`src/rtl/fetch_basic.sv`:
```
// fetch_basic: in-order single-issue fetch unit. Issues sequential PC requests
// to instruction memory, pairs in-order responses with their PCs and hands
// (pc, inst) to decode. Squashes flip a one-bit epoch so that responses already
// in flight are recognised as stale and dropped.
module fetch_basic #(
   parameter int unsigned p_addr_bits      = 32,
   parameter int unsigned p_inst_bits      = 32,
   parameter logic [p_addr_bits-1:0] p_rst_addr = p_addr_bits'(32'h200),
   parameter int unsigned p_max_in_flight  = 2
) (
   input  logic                   clk,
   input  logic                   rst,

   output logic                   mem_req_val,
   input  logic                   mem_req_rdy,
   output logic [p_addr_bits-1:0] mem_req_addr,

   input  logic                   mem_resp_val,
   output logic                   mem_resp_rdy,
   input  logic [p_inst_bits-1:0] mem_resp_data,

   output logic                   d_val,
   input  logic                   d_rdy,
   output logic [p_inst_bits-1:0] d_inst,
   output logic [p_addr_bits-1:0] d_pc,
   input  logic                   d_squash,
   input  logic [p_addr_bits-1:0] d_branch_target
);

   localparam int unsigned PTR_W = $clog2(p_max_in_flight);
   localparam int unsigned CNT_W = PTR_W + 1;

   // Architectural state
   logic [p_addr_bits-1:0] pc;
   logic                   epoch;
   logic [PTR_W-1:0]       head;
   logic [PTR_W-1:0]       tail;
   logic [CNT_W-1:0]       count;

   // In-flight queue storage: PC and epoch of every outstanding request
   logic [p_addr_bits-1:0] q_pc [p_max_in_flight];
   logic                   q_ep [p_max_in_flight];

   // Handshake and control terms
   logic                   q_empty;
   logic                   stale;
   logic                   enq;
   logic                   deq;
   logic                   epoch_next;
   logic [p_addr_bits-1:0] pc_next;

   // Response side: drop stale heads, otherwise pass live responses to decode
   always_comb begin
      q_empty      = (count == '0);
      stale        = (q_ep[head] != epoch) | d_squash;
      mem_resp_rdy = 1'b0;
      d_val        = 1'b0;
      d_inst       = mem_resp_data;
      d_pc         = q_pc[head];
      if (!q_empty) begin
         if (stale) begin
            mem_resp_rdy = 1'b1;
         end else begin
            mem_resp_rdy = d_rdy;
            d_val        = mem_resp_val;
         end
      end
      deq = mem_resp_val & mem_resp_rdy;
   end

   // Request side: issue while there is queue space or a slot frees this cycle
   always_comb begin
      mem_req_val  = (count < CNT_W'(p_max_in_flight)) | deq;
      mem_req_addr = d_squash ? d_branch_target : pc;
      enq          = mem_req_val & mem_req_rdy;
      epoch_next   = d_squash ? ~epoch : epoch;
      pc_next      = pc;
      if (enq) begin
         pc_next = mem_req_addr + p_addr_bits'(4);
      end else if (d_squash) begin
         pc_next = d_branch_target;
      end
   end

   // PC, epoch and queue pointer/count update
   always_ff @(posedge clk) begin
      if (rst) begin
         pc    <= p_rst_addr;
         epoch <= 1'b0;
         head  <= '0;
         tail  <= '0;
         count <= '0;
      end else begin
         pc    <= pc_next;
         epoch <= epoch_next;
         if (enq) begin
            tail <= tail + PTR_W'(1);
         end
         if (deq) begin
            head <= head + PTR_W'(1);
         end
         case ({enq, deq})
            2'b10:   count <= count + CNT_W'(1);
            2'b01:   count <= count - CNT_W'(1);
            default: count <= count;
         endcase
      end
   end

   // Queue payload write; contents are only meaningful below count
   always_ff @(posedge clk) begin
      if (enq) begin
         q_pc[tail] <= mem_req_addr;
         q_ep[tail] <= epoch_next;
      end
   end

   // A response with nothing outstanding means the memory broke ordering
   resp_without_req : assert property (@(posedge clk) disable iff (rst)
      !(mem_resp_val && (count == '0)));

endmodule

```
`config.mk`:
```
export PLATFORM = sky130hd
export DESIGN_NAME = fetch_basic
export DESIGN_NICKNAME = d
export VERILOG_FILES = /design/src/rtl/fetch_basic.sv
export SDC_FILE = /design/constraint.sdc
export NUM_CORES = 1
export LEC_CHECK = 0
export BUFFER_PORTS_ARGS = -buffer_cell sky130_fd_sc_hd__buf_2
export CORE_UTILIZATION = 46
export DETAILED_ROUTE_END_ITERATION = 16
export GPL_TIMING_DRIVEN = 0
export HOLD_SLACK_MARGIN = 0.12
export PLACE_DENSITY = 0.76
export SLEW_MARGIN = 20
export SYNTH_ARGS = -nofsm -noshare
export SYNTH_HDL_FRONTEND = slang
export SYNTH_SLANG_ARGS = --single-unit
```
`constraint.sdc`:
```
create_clock -name clk -period 3.35 [get_ports clk]
set_input_delay 0.67 -clock clk [delete_from_list [all_inputs] [get_ports clk]]
set_output_delay 0.67 -clock clk [all_outputs]
set_load 0.01 [all_outputs]
```
==> impl_metrics.csv <==
group,metric,value,unit
status,outcome,"complete, no violations",
yosys,synthArstFlopShare,0,
yosys,netlist_instances,420,
routing,routedWlPerCell,16.8,um
floorplanning,core.rowCount,38,
pwr,p_per_area,530,nW/um^2
timing,hold_viol,0,
global_routing,grt-busiest-layer,"met2",
timing,fmax,0.340,GHz
clocking,h-tree-depth,3,
timing,finalCritPeriodShare,0.878,
global_routing,grtUsageMet2,0.369,
yosys,avgSynthCellArea,12.3,um^2
clocking,path_clk_slew,0.10,ns
clocking,clkSinkCount,104,
pwr,p_total,0.00333,W
global_routing,grt-ovfl-total,0,
floorplanning,die_y,108,um
yosys,synthesis.area,5180,um^2
yosys,yosysSeqAreaShare,0.530,
global_routing,met1_usage,0.259,
yosys,synth_top_flop_cell,"edfxtp_1",
clocking,cts_tree,"built",
routing,drt-total-wl,12000,um
layout,regArea,2740,um^2
global_routing,antenna_found_initial,0,
layout,n_antenna_cell,0,
yosys,ys_ff_latch,104,
routing,avgViaCountPerCell,5.42,
critical_path,cp-end-kind,"register",
timing,tns,0,ns
timing,rsz0062_at_grt,"no",
pwr,cellLeakagePower,2.65,nW
routing,drc,0,
clocking,cts_buffer_depth,2,
placed_design,dp_cells,698,
global_routing,grt_pass1_wl,18800,um
floorplanning,core,10900,um^2
global_routing,met3_usage,0.0428,
layout,fin_cells,713,
critical_path,required,3.66,ns
layout,drive_gt1_frac,0.469,
floorplanning,die_w,108,um
clocking,clockRootBuffer,"clkbuf_8",
routing,drtAntennaViolNets,0,
layout,syn_to_final_growth,21.2,%
yosys,yosysWarningCount,0,
clocking,cts_made_buffers,9,
critical_path,crit_arrival,3.25,ns
timing,post-route-min-period,2.94,ns
yosys,synthDistinctLibCells,63,
floorplanning,start_util,0.476,
placed_design,gp_congestion,0.840,
layout,fillers,933,
min_path,hp-class,"reg2reg",
critical_path,critPathKind,"in2reg",
routing,drtIter0Drc,209,
clocking,clock_latency,0.37,ns
placed_design,port_buffers,136,
floorplanning,die_area,11700,um^2
layout,most-common-layout-cells,"138 x buf_2, 66 x edfxtp_1, 54 x mux2_2",
critical_path,start_kind,"input pin",
timing,tightest_slew,0.731,ns
placed_design,hpwl,9050,um
global_routing,grt_max_degree,26,
timing,skew,0.00934,ns
yosys,syn_nets,492,
timing,whs,0.584,ns
layout,final_common_cell,"buf_2",
timing,finalMaxSlewViolations,0,
global_routing,grt_usage,0.213,
layout,multi_input_area,2020,um^2
critical_path,crit_fanout,19,
floorplanning,pin_count,169,
timing,setup_violations,0,
job,drv_cap,0,
routing,first_pass_iters,4,
global_routing,grt_pass1_vias,3836,
yosys,synth_edf_count,66,
timing,slew_headroom,0.512,
routing,vias,3863,
layout,nNetsFinal,640,
pwr,peakVddDrop,239,uV
[stage by stage]
step / setup slack, ns / instance area, um^2 / utilization
6_report: 0.410 / 6280 / 0.576
3_5_place_dp: -0.352 / 6080 / 0.558
2_1_floorplan: 0.0688 / 5180 / -
5_1_grt: 0.212 / 6280 / 0.576
3_3_place_gp: -1.23 / 6030 / 0.554
4_1_cts: 0.0286 / 6280 / 0.577
[path summary, 6_finish.rpt]
check,end,cells after the start,slack [ns],from
min,count[0],2,0.58,count[0]
max reg2reg,q_pc[0][21],7,0.58,register
max,pc[30],11,0.41,d_squash
min reg2reg,count[0],2,0.58,count[0]
[cell usage after synthesis (7+ instances only)]
cell	number	area share
nor3_1	10	0.0097
nor2_1	23	0.017
mux2i_1	15	0.029
nand2_1	15	0.011
inv_1	13	0.0094
edfxtp_1	66	0.38
o21ai_0	7	0.0068
nand3_1	10	0.0097
xnor2_1	8	0.014
mux2_2	54	0.12
a21oi_1	13	0.013
dfxtp_1	38	0.15
clkbuf_1	8	0.0058
buf_4	35	0.051
[kinds of logic after synthesis]
kind of cell / Yosys count / share of synthesized area
fa+ha+maj: 2 / 0.00483
mux: 71 / 0.152
flops: 104 / 0.530
buf+inv: 65 / 0.0817
compound gates: 52 / 0.0727
xor+xnor: 14 / 0.0237
simple gates: 112 / 0.136
[critical path: stages]
cell and delay [ns]:
buf_2 0.18, buf_6 0.20, buf_8 0.20, buf_4 0.24, mux2_2 0.25, ha_1 0.21
o221a_2 0.25, nand3_1 0.16, buf_2 0.22, or4_1 0.50, a21oi_1 0.15
[registers in the layout, summed over array words and instances, names as in the netlist, named ones only]
signal	flops
q_pc	64
pc	32
count	2
q_ep	2
epoch	1
head	1
tail	1
[layout make-up]
class                           count  share of cell area
Clock buffer                       13              0.0289
Buffer                             50              0.0586
Timing Repair Buffer              138               0.114
Clock inverter                      3             0.00319
Multi-Input combinational cell    251               0.322
Sequential cell                   104               0.437
Tap cell                          140              0.0279
Inverter                           14             0.00837
[metal layers]
layer | wire (um) | share of wire
met5 | 0 | 0
met4 | 229 | 0.019
met3 | 863 | 0.072
met2 | 5860 | 0.49
met1 | 5030 | 0.42
[report_power, final]
part           total [W]  switching [W]  internal, W  leakage, nW
sequential       0.00162      0.0000612      0.00155        0.942
clock           0.000789       0.000426     0.000363        0.104
combinational   0.000922       0.000499     0.000423         1.60
[repair_timing]
| item | CTS | global route |
|---|---|---|
| buffers inserted | 0 | 0 |
| hold buffers | 0 | 0 |
| gates resized for setup | 0 | 2 |
| setup endpoints to repair | 0 | 2 |
Note: power is estimated with default switching activity, not from simulation.
